**config.mk**
```make
export PLATFORM = sky130hd
export DESIGN_NAME = instruction_queue
export DESIGN_NICKNAME = d
export VERILOG_FILES = /design/src/rtl/instr_pkg.sv /design/src/rtl/instr_field_decode.sv /design/src/rtl/instruction_queue.sv
export SDC_FILE = /design/constraint.sdc
export NUM_CORES = 1
export LEC_CHECK = 0
export ABC_CLOCK_PERIOD_IN_PS = 2900
export BUFFER_PORTS_ARGS = -buffer_cell sky130_fd_sc_hd__buf_2
export CORE_AREA = 2 2 129 68
export DETAILED_ROUTE_END_ITERATION = 12
export DIE_AREA = 0 0 131 70
export PLACE_DENSITY = 0.76
export SYNTH_ARGS = -nofsm -noshare
export SYNTH_HDL_FRONTEND = slang
export SYNTH_HIERARCHICAL = 1
export SYNTH_SLANG_ARGS = --single-unit
```
**constraint.sdc**
```tcl
create_clock -name clk -period 2.9 [get_ports clk]
set_input_delay 0.58 -clock clk [delete_from_list [all_inputs] [get_ports clk]]
set_output_delay 0.58 -clock clk [all_outputs]
set_load 0.01 [all_outputs]
```
**src/rtl/instr_pkg.sv**
```systemverilog
// Shared instruction-word layout: field positions and parameter legality rules,
// used by both the field decoder and the queue control.
package instr_pkg;

  localparam int DEF_OP_BITS  = 4;
  localparam int DEF_REG_BITS = 4;
  localparam int DEF_WIDTH    = 2 * DEF_OP_BITS + 2 * DEF_REG_BITS;
  localparam int DEF_IMM_BITS = DEF_OP_BITS + DEF_REG_BITS;
  localparam int DEF_DEPTH    = 4;

  // Layout from MSB down: op_code | A index | ext_op_code | B index.
  // The immediate overlays the low (ext_op_code | B index) bits.
  function automatic int op_lsb(input int op_bits, input int reg_bits);
    return op_bits + 2 * reg_bits;
  endfunction

  function automatic int a_lsb(input int op_bits, input int reg_bits);
    return op_bits + reg_bits;
  endfunction

  function automatic int ext_lsb(input int reg_bits);
    return reg_bits;
  endfunction

  localparam int B_LSB   = 0;
  localparam int IMM_LSB = 0;

  function automatic bit layout_ok(input int width, input int op_bits,
                                   input int reg_bits, input int imm_bits);
    return (width == 2 * op_bits + 2 * reg_bits) &&
           (imm_bits == op_bits + reg_bits);
  endfunction

  function automatic bit depth_ok(input int depth);
    return (depth >= 2) && ((depth & (depth - 1)) == 0);
  endfunction

endpackage

```
**src/rtl/instr_field_decode.sv**
```systemverilog
// Combinational split of one instruction word into its fields, plus the
// immediate sign-extended back to the full word width.
module instr_field_decode
  import instr_pkg::*;
#(
  parameter int WIDTH    = DEF_WIDTH,
  parameter int OP_BITS  = DEF_OP_BITS,
  parameter int REG_BITS = DEF_REG_BITS,
  parameter int IMM_BITS = DEF_IMM_BITS
) (
  input  logic [WIDTH-1:0]    word,
  output logic [OP_BITS-1:0]  op_code,
  output logic [REG_BITS-1:0] A_index_out,
  output logic [OP_BITS-1:0]  ext_op_code,
  output logic [REG_BITS-1:0] B_index_out,
  output logic [IMM_BITS-1:0] immediate_value,
  output logic [WIDTH-1:0]    imm_sext
);

  localparam int OP_LSB  = op_lsb(OP_BITS, REG_BITS);
  localparam int A_LSB   = a_lsb(OP_BITS, REG_BITS);
  localparam int EXT_LSB = ext_lsb(REG_BITS);

  assign op_code         = word[OP_LSB  +: OP_BITS];
  assign A_index_out     = word[A_LSB   +: REG_BITS];
  assign ext_op_code     = word[EXT_LSB +: OP_BITS];
  assign B_index_out     = word[B_LSB   +: REG_BITS];
  assign immediate_value = word[IMM_LSB +: IMM_BITS];
  assign imm_sext        = {{(WIDTH - IMM_BITS){immediate_value[IMM_BITS-1]}},
                            immediate_value};

endmodule

```
**src/rtl/instruction_queue.sv**
```systemverilog
// Small register-array instruction FIFO; the head entry is decoded into its
// fields combinationally from registered storage only.
module instruction_queue
  import instr_pkg::*;
#(
  parameter int WIDTH    = DEF_WIDTH,
  parameter int OP_BITS  = DEF_OP_BITS,
  parameter int REG_BITS = DEF_REG_BITS,
  parameter int IMM_BITS = DEF_IMM_BITS,
  parameter int DEPTH    = DEF_DEPTH
) (
  input  logic                       clk,
  input  logic                       reset,
  input  logic                       flush,
  input  logic                       in_valid,
  input  logic [WIDTH-1:0]           in_instr,
  output logic                       in_ready,
  output logic                       out_valid,
  input  logic                       out_ready,
  output logic [OP_BITS-1:0]         op_code,
  output logic [OP_BITS-1:0]         ext_op_code,
  output logic [REG_BITS-1:0]        A_index_out,
  output logic [REG_BITS-1:0]        B_index_out,
  output logic [IMM_BITS-1:0]        immediate_value,
  output logic [WIDTH-1:0]           imm_sext,
  output logic [$clog2(DEPTH):0]     count
);

  localparam int PW = $clog2(DEPTH);
  localparam int CW = PW + 1;

  if (!layout_ok(WIDTH, OP_BITS, REG_BITS, IMM_BITS)) begin : g_bad_layout
    $error("instruction_queue: WIDTH must be 2*OP_BITS+2*REG_BITS and IMM_BITS OP_BITS+REG_BITS");
  end
  if (!depth_ok(DEPTH)) begin : g_bad_depth
    $error("instruction_queue: DEPTH must be a power of two and at least 2");
  end

  logic [WIDTH-1:0] mem [DEPTH];
  logic [PW-1:0]    wr_ptr;
  logic [PW-1:0]    rd_ptr;
  logic             push;
  logic             pop;
  logic [WIDTH-1:0] head_word;

  // Handshake: a transfer happens on a rising edge where valid and ready are
  // both high. in_ready depends only on occupancy (never on out_ready), and
  // out_valid is high exactly while at least one entry is stored.
  assign in_ready  = (count < CW'(DEPTH));
  assign out_valid = (count != '0);
  assign push      = in_valid && in_ready;
  assign pop       = out_valid && out_ready;

  always_ff @(posedge clk or posedge reset) begin
    if (reset) begin
      wr_ptr <= '0;
      rd_ptr <= '0;
      count  <= '0;
      for (int i = 0; i < DEPTH; i++) begin
        mem[i] <= '0;
      end
    end else if (flush) begin
      // Flush wins over any handshake in the same cycle; stale storage is
      // harmless because the head is masked while empty.
      wr_ptr <= '0;
      rd_ptr <= '0;
      count  <= '0;
    end else begin
      if (push) begin
        mem[wr_ptr] <= in_instr;
        wr_ptr      <= wr_ptr + PW'(1);
      end
      if (pop) begin
        rd_ptr <= rd_ptr + PW'(1);
      end
      case ({push, pop})
        2'b10:   count <= count + CW'(1);
        2'b01:   count <= count - CW'(1);
        default: count <= count;
      endcase
    end
  end

  // Forcing the decoder input to zero when empty makes every field read 0.
  assign head_word = out_valid ? mem[rd_ptr] : '0;

  instr_field_decode #(
    .WIDTH   (WIDTH),
    .OP_BITS (OP_BITS),
    .REG_BITS(REG_BITS),
    .IMM_BITS(IMM_BITS)
  ) u_decode (
    .word           (head_word),
    .op_code        (op_code),
    .A_index_out    (A_index_out),
    .ext_op_code    (ext_op_code),
    .B_index_out    (B_index_out),
    .immediate_value(immediate_value),
    .imm_sext       (imm_sext)
  );

endmodule

```
==> metrics.txt, run 1 <==
hold buffer count at CTS=0; maximum vdd drop=roughly 0.34 mV; Place WS=just over 600 ps; RSZ-0062 raised after global routing=false; Post-CTS Setup Repair Bufs=0; drt pass-1 iters=4; Area Overhead vs Synth=10.5%; Slew Viols, Final=0; CP Launch Type=register; Initial Util=roughly 48%; Yosys warning total=6; die area=between 9000 and 10000 µm²; Async SR Flop Fraction=100%; capturing element type of the critical path=output pin; vias=roughly 2.1k; Non-Filler Instances=423; Reg-to-Reg End=count[2]; status=completed; final worst setup slack=~280 ps; total length of routed wires=7260 µm; CTS resizes=0; Routability Congestion=0.710; Worst Hold Path EP=mem[14]; hold slack=between 500 and 600 ps; antenna violations before repair=0; FP Rows=24; Post-Synthesis Cells=~270; post-synth top area cell=dfrtp_1; Tot GR Track Use=17.5%; CP Class=register to output pin; die width=around 130 µm; DRT iter0 DRCs=between 100 and 150; slowest CP cell=or3_1; max_slew headroom=about two fifths; CTS H-tree depth=3; final hold vios=0; Die Height=~70 µm; max incr delay on CP=between 600 and 700 ps; Required @ worst endpoint=2320 ps; Net Count, Synth=299; Crit Path Max Fanout=19; Final TNS setup=0 ps; Crit. path cell count=3; Fin Clk Skew=about 4.9 ps; post-synthesis instance area=3940 µm²; count leader, synth=dfrtp_1; P per Cell Area=901 nW/µm²; Distinct cells, synth=31; cts bufs inserted=9; CTS Sinks=slightly above 70; EDFF count, synth=0; FMAX=roughly 0.38 GHz; Clock Root Buffer=clkbuf_16; Core Area=a little over 8000 µm²; Final ANT Viol Nets=0; worst slew pin tran=898 ps; Synth top area share=between 40% and 50%; R2R Setup Slk=between 900 and 1000 ps; Antenna diodes=0; io pins=between 60 and 70; # port buffers=65; Pleak=slightly above 2 nW; fin crit share=about nine tenths; global-route wire length before repair=between 10000 and 15000 µm; Worst Min Path Start=mem[14]; total gr overflow=0; Worst path top cell family by delay=simple AND/OR/NAND/NOR gates; cells on worst reg2reg path=8; flip-flop and latch count after synthesis=71; post-layout util=52.7%; critical path buffer and inverter count=1; vias in the first global route=~2.2k; DR DRC count=0; largest net degree at the start of global routing=slightly above 70; WL/cell=around 17 µm; Clock Tree Buf Depth=2; critical path, cell by cell=or3_1 > and2_1 > buf_2; ratio of cells with drive above 1 in the final layout=around 57%; syn avg cell area=between 10 and 15 µm²; WP data arrival=about 2000 ps; worst r2r src=count[0]; clock transition at the registers of the reported paths=around 50 ps; hold path cells=1; Skew-Pair Late Insertion Delay=330 ps; Vias/cell=approximately 5.0; Total Nets Final=roughly 330; final count of negative-setup-slack endpoints=0; HPWL after DPL=between 4000 and 5000 µm; Max-Cap Viols=0; number of fill cells=690; Hold Crit Class=register to register; CTS tree=done; Main synth FF type=dfrtp_1; min cycle time layout=roughly 2600 ps; Synth area leaders=dfrtp_1 45%, mux2_4 15%, mux4_2 9.1%; placed insts=407; post-synthesis sequential area ratio=about 45%; synth cell count leaders=71 x dfrtp_1, 40 x buf_4, 40 x mux2_4
==> layer usage <==
layer	track usage (%)	vias to the layer above	wire length (µm)	share of wire [%]
met5	0	-	0	0
met4	5.32	0	77	1.1
met3	5.59	10	443	6.1
met2	24.6	60	3110	43
met1	26.0	1070	3620	50
li1	-	969	-	-
==> through the flow <==
stage,total power [mW],cell area (µm²)
after floorplan,2.63,3940
after global placement,2.72,4020
after detailed placement,2.76,4020
after CTS,3.97,4350
after global routing,4.15,4350
final,3.92,4350
==> placed cells by master, fill, tap and decap left out, drive strengths merged <==
cell	synthesis	layout
and2	17	17
or3	1	1
nand2	3	3
clkbuf	4	14
a22oi	1	1
nor2	7	7
mux4	16	16
o21a	1	1
o21ai	4	4
buf	52	73
nor2b	1	1
nor4	1	1
nand3	3	3
mux2i	1	1
inv	4	4
a211o	1	1
mux2	64	64
fa	1	1
nor3b	4	4
clkinv	0	1
a21oi	4	4
bufinv	0	1
a221oi	1	1
nand2b	2	2
xnor2	2	2
xor2	3	3
ha	4	4
dfrtp	71	71
==> sequential cells by signal, indices dropped and copies added, names as in the netlist <==
| register | count |
|---|---|
| rd_ptr | 2 |
| wr_ptr | 2 |
| mem | 64 |
| count | 3 |
==> where the power goes <==
part           switching (mW)  internal (mW)  total, mW
clock                   0.396          0.781       1.18
combinational           0.459          0.736       1.19
sequential              0.213           1.34       1.55
==> cells by family (layout without fill, tap and decap cells) <==
| kind of cell | count (synthesis) | in the layout | share of synthesized area [%] |
|---|---|---|---|
| muxes | 81 | 81 | 31.5 |
| DFF | 71 | 71 | 45.1 |
| buffers and inverters | 60 | 93 | 11.7 |
| and+or+nand+nor | 39 | 39 | 6.92 |
| AOI/OAI and AO/OA | 12 | 12 | 1.84 |
| adders and majority gates | 5 | 5 | 1.78 |
| xor gates and xnor gates | 5 | 5 | 1.11 |
==> cell type report <==
cell class | count | area [µm²] | area share [%]
repair buffers | 73 | 385 | 8.85
clock buffers | 14 | 294 | 6.75
well taps | 117 | 146 | 3.36
multi-input cells | 142 | 1700 | 39.1
clock inverters | 2 | 35.0 | 0.805
flip-flops and latches | 71 | 1780 | 40.8
inverters | 4 | 15.0 | 0.345
==> worst max-delay path by stage <==
stage / start / end / slack [ps]
after floorplan: reset / count[0] / 520
after global placement: count[0] / imm_sext[10] / 640
after detailed placement: count[0] / imm_sext[14] / 620
after CTS: count[0] / imm_sext[14] / 250
after global routing: count[0] / imm_sext[11] / 80
final: count[0] / immediate_value[7] / 280
Power figures use the tool's default switching activity.
==> run 2: changes to the inputs <==
--- a/config.mk
+++ b/config.mk
@@ -5,7 +5,7 @@
 export SDC_FILE = /design/constraint.sdc
 export NUM_CORES = 1
 export LEC_CHECK = 0
-export ABC_CLOCK_PERIOD_IN_PS = 2900
+export ABC_CLOCK_PERIOD_IN_PS = 3100
 export BUFFER_PORTS_ARGS = -buffer_cell sky130_fd_sc_hd__buf_2
 export CORE_AREA = 2 2 129 68
 export DETAILED_ROUTE_END_ITERATION = 12
==> constraint.sdc (replaced) <==
create_clock -name clk -period 3.1 [get_ports clk]
set_input_delay 0.62 -clock clk [delete_from_list [all_inputs] [get_ports clk]]
set_output_delay 0.62 -clock clk [all_outputs]
set_load 0.01 [all_outputs]
==> metrics.txt, run 2 (synthesis gave the netlist of run 1 again) <==
status=completed (unchanged); WP data arrival=2040 ps (about the same); Total Nets Final=328 (was 327); R2R Setup Slk=1160 ps (was 910 ps); Routability Congestion=0.722 (was 0.710); largest net degree at the start of global routing=28 (was 72); Hold Crit Class=primary input to asynchronous set/reset pin (was register to register); global-route wire length before repair=11800 µm (was 11900 µm); worst r2r src=count[1] (was count[0]); number of fill cells=688 (was 690); Non-Filler Instances=423 (unchanged); hold buffer count at CTS=0 (unchanged); capturing element type of the critical path=output pin (unchanged); Max-Cap Viols=0 (unchanged); FMAX=between 0.3 and 0.4 GHz; FP Rows=24 (unchanged); Post-CTS Setup Repair Bufs=0 (unchanged); die width=131 µm (unchanged); fin crit share=between 80% and 90%; placed insts=408 (was 407); min cycle time layout=2660 ps; Pleak=2.06 nW (about the same); Clock Root Buffer=clkbuf_16 (unchanged); ratio of cells with drive above 1 in the final layout=56.9% (was 57.2%); Top reg by flops=mem (unchanged); WL/cell=17.0 µm (was 17.2 µm); most frequent cells in the layout=71 x dfrtp_1, 65 x buf_2, 40 x mux2_4, 24 x mux2_2, 17 x and2_1 (unchanged); maximum vdd drop=0.352 mV (was 0.342 mV); Skew-Pair Late Insertion Delay=340 ps (was 330 ps); clock transition at the registers of the reported paths=60 ps (was 50 ps); final hold vios=0 (unchanged); Area Overhead vs Synth=10.3% (was 10.5%); vias in the first global route=2224 (was 2190); # port buffers=65 (unchanged); max_slew headroom=58.7% (was 40.1%); CTS resizes=0 (unchanged); Tot GR Track Use=17.9% (was 17.5%); cells on worst reg2reg path=8 (unchanged); worst slew pin tran=620 ps (was 898 ps); total length of routed wires=7180 µm (was 7260 µm); cts bufs inserted=9 (unchanged); Core Area=8260 µm² (unchanged); final count of negative-setup-slack endpoints=0 (unchanged); Final TNS setup=0 ps (unchanged); total gr overflow=0 (unchanged); io pins=66 (unchanged); Die Height=70 µm (unchanged); CTS tree=done (unchanged); RSZ-0062 raised after global routing=false (unchanged); Clock Tree Buf Depth=2 (unchanged); P per Cell Area=839 nW/µm² (was 901 nW/µm²); antenna violations before repair=0 (unchanged); most common cell after layout, fill and taps aside=dfrtp_1 (unchanged); vias=2136 (was 2109); Required @ worst endpoint=2480 ps (was 2320 ps); Antenna diodes=0 (unchanged); Final ANT Viol Nets=0 (unchanged); biggest regs=mem x64, count x3 (unchanged); DRT iter0 DRCs=126 (was 128); HPWL after DPL=4860 µm (was 4830 µm); Crit Path Max Fanout=14 (was 19); CTS Sinks=71 (unchanged); CP Class=register to output pin (unchanged); Vias/cell=5.05 (was 4.99); Initial Util=47.7% (unchanged); max FFs per register=64 (unchanged); Slew Viols, Final=0 (unchanged); die area=9170 µm² (unchanged); DR DRC count=0 (unchanged); Fin Clk Skew=4.40 ps (was 4.85 ps); CTS H-tree depth=3 (unchanged); CP Launch Type=register (unchanged); drt pass-1 iters=4 (unchanged); CP startpoint=rd_ptr[0] (was count[0])
-- run 2: through the flow --
| step | hold slack (ps) | instance area [µm²] | power [mW] | utilization (%) | setup WS, ps |
|---|---|---|---|---|---|
| final | 328 | 4340 | 3.65 | 52.6 | 439 |
| after detailed placement | 489 | 4030 | 2.58 | 48.8 | 777 |
| after global placement | 485 | 4030 | 2.53 | 48.8 | 793 |
| after CTS | 345 | 4340 | 3.69 | 52.6 | 396 |
| after global routing | 381 | 4340 | 3.88 | 52.6 | 241 |
| after floorplan | 475 | 3940 | 2.46 | - | 683 |
-- run 2: worst max-delay path: stages (launching register included) --
cell,delay (ps)
dfrtp_1,500
buf_4,320
mux4_2,550
and2_1,190
buf_2,140
-- run 2: final cells by class --
class                      instances  area (µm²)  area share, %
sequential                        71        1780           40.9
multi-input combinational        142        1700           39.1
clock inverter                     4        70.1           1.61
timing repair buffer              74         393           9.04
tap                              117         146           3.37
inverter                           4        15.0          0.346
clock buffer                      11         243           5.59
-- run 2: where the power goes --
part	switching, mW	total, mW	leakage (nW)	internal (mW)
Combinational	0.421	1.11	1.00	0.687
Clock	0.375	1.09	0.155	0.718
Sequential	0.193	1.44	0.897	1.25
Total	0.990	3.65	2.06	2.66
-- run 2: metal layers --
layer | vias to the layer above | share of wire (%) | global-route usage, %
met3 | 8 | 5.6 | 6.59
li1 | 974 | - | -
met4 | 0 | 1.3 | 7.09
met2 | 60 | 45 | 25.3
met1 | 1094 | 48 | 24.9
met5 | - | 0 | 0
-- run 2: path summary, 6_finish.rpt --
path	end
max reg2reg	count[2]
max	B_index_out[1]
min	mem[46]
max in group asynchronous	mem[2]
min in group clk	mem[44]
min reg2reg	mem[44]
==> run 3: changes to the inputs <==
--- a/config.mk
+++ b/config.mk
@@ -10,6 +10,7 @@
 export CORE_AREA = 2 2 129 68
 export DETAILED_ROUTE_END_ITERATION = 12
 export DIE_AREA = 0 0 131 70
+export MAX_ROUTING_LAYER = met4
 export PLACE_DENSITY = 0.76
 export SYNTH_ARGS = -nofsm -noshare
 export SYNTH_HDL_FRONTEND = slang
==> metrics.txt, run 3 (synthesis gave the netlist of run 1 again) <==
max_slew headroom=58.8% (was 58.7%); Vias/cell=5.04 (was 5.05); Final ANT Viol Nets=0 (unchanged); fin crit share=85.6% (was 85.9%); Slew Viols, Final=0 (unchanged); io pins=66 (unchanged); CTS resizes=0 (unchanged); CTS H-tree depth=3 (unchanged); max FFs per register=64 (unchanged); WL/cell=17.0 µm (about the same); hold buffer count at CTS=0 (unchanged); CTS Sinks=71 (unchanged); Skew-Pair Late Insertion Delay=340 ps (about the same); Clock Root Buffer=clkbuf_16 (unchanged); Crit Path Max Fanout=14 (unchanged); Fin Clk Skew=4.91 ps (was 4.40 ps); Tot GR Track Use=18.4% (was 17.9%); R2R Setup Slk=1160 ps (about the same); dpl cell area=4030 µm² (unchanged); final hold vios=0 (unchanged); number of fill cells=688 (unchanged); FP Rows=24 (unchanged); FMAX=0.377 GHz (was 0.376 GHz); CP Class=register to output pin (unchanged); most frequent cells in the layout=71 x dfrtp_1, 65 x buf_2, 40 x mux2_4, 24 x mux2_2, 17 x and2_1 (unchanged); capturing element type of the critical path=output pin (unchanged); cts bufs inserted=9 (unchanged); Required @ worst endpoint=2480 ps (about the same); Initial Util=47.7% (unchanged); Clock Tree Buf Depth=2 (unchanged); Post-CTS Setup Repair Bufs=0 (unchanged); total gr overflow=0 (unchanged); Routability Congestion=0.731 (was 0.722); RSZ-0062 raised after global routing=false (unchanged); vias=2130 (was 2136); drt pass-1 iters=4 (unchanged); WP data arrival=2030 ps (was 2040 ps); status=completed (unchanged); final count of negative-setup-slack endpoints=0 (unchanged); largest net degree at the start of global routing=28 (unchanged); DRT iter0 DRCs=132 (was 126); CP Launch Type=register (unchanged); clock transition at the registers of the reported paths=50 ps (was 60 ps); Antenna diodes=0 (unchanged); Final TNS setup=0 ps (unchanged); post-layout util=52.6% (unchanged); Hold Crit Class=primary input to asynchronous set/reset pin (unchanged); Core Area=8260 µm² (unchanged); Max-Cap Viols=0 (unchanged); Die Height=70 µm (unchanged); HPWL after DPL=4860 µm (unchanged); Top reg by flops=mem (unchanged); P per Cell Area=839 nW/µm² (about the same); Area Overhead vs Synth=10.3% (unchanged); die width=131 µm (unchanged); ratio of cells with drive above 1 in the final layout=56.9% (unchanged); design area=4340 µm² (unchanged); die area=9170 µm² (unchanged); global-route wire length before repair=11800 µm (about the same); Total Nets Final=328 (unchanged); most common cell after layout, fill and taps aside=dfrtp_1 (unchanged); # port buffers=65 (unchanged); DR DRC count=0 (unchanged); total length of routed wires=7170 µm (was 7180 µm); biggest regs=mem x64, count x3 (unchanged); CTS tree=done (unchanged); area of the multi-input gates=1700 µm² (unchanged); antenna violations before repair=0 (unchanged); maximum vdd drop=0.351 mV (was 0.352 mV); Pleak=2.06 nW (unchanged); vias in the first global route=2218 (was 2224); min cycle time layout=2650 ps (was 2660 ps); worst slew pin tran=618 ps (was 620 ps); Reg area=1780 µm² (unchanged)
## run 3: cell counts in the layout (fill, tap and decap cells not counted)
Identical to the previous run, type by type.
## run 3: path summary, 6_finish.rpt
check / cells after the start / start / endpoint
setup / recovery: 4 / rd_ptr[0] / B_index_out[1]
hold / removal: 2 / reset / mem[46]
setup reg to reg: 8 / count[1] / count[2]
hold reg to reg: 1 / mem[44] / mem[44]
max in group asynchronous: 3 / reset / mem[2]
min in group clk: 1 / mem[44] / mem[44]
## run 3: per-stage QoR
| step | setup slack (ps) | power, mW | hold WS (ps) | cells |
|---|---|---|---|---|
| final | 445 | 3.65 | 329 | 423 |
| after global routing | 239 | 3.88 | 379 | 423 |
| after CTS | 396 | 3.69 | 345 | 423 |
| after detailed placement | 777 | 2.58 | 489 | 408 |
| after global placement | 793 | 2.53 | 485 | 408 |
| after floorplan | 683 | 2.46 | 475 | 273 |
## run 3: worst max-delay path, cell delays in order, from the launching register on
cell,delay [ps]
dfrtp_1,500
buf_4,320
mux4_2,550
and2_1,190
buf_2,140
## run 3: routing by layer
layer | part of all wire (%) | global-route usage, % | routed length (µm)
met1 | 49 | 25.1 | 3490
met2 | 45 | 25.2 | 3220
met3 | 5.2 | 6.67 | 370
met4 | 1.2 | 7.09 | 89
met5 | 0 | - | 0
## run 3: cell type report
class | count | share of cell area [%]
sequential | 71 | 40.9
tap | 117 | 3.37
timing repair buffer | 74 | 9.04
multi-input combinational | 142 | 39.1
clock inverter | 4 | 1.61
clock buffer | 11 | 5.59
inverter | 4 | 0.346
## run 3: report_power, final
| part | internal, mW | switching [mW] | leakage [nW] |
|---|---|---|---|
| clock | 0.718 | 0.374 | 0.155 |
| sequential | 1.25 | 0.193 | 0.897 |
| combinational | 0.687 | 0.421 | 1.00 |
| total | 2.66 | 0.989 | 2.06 |
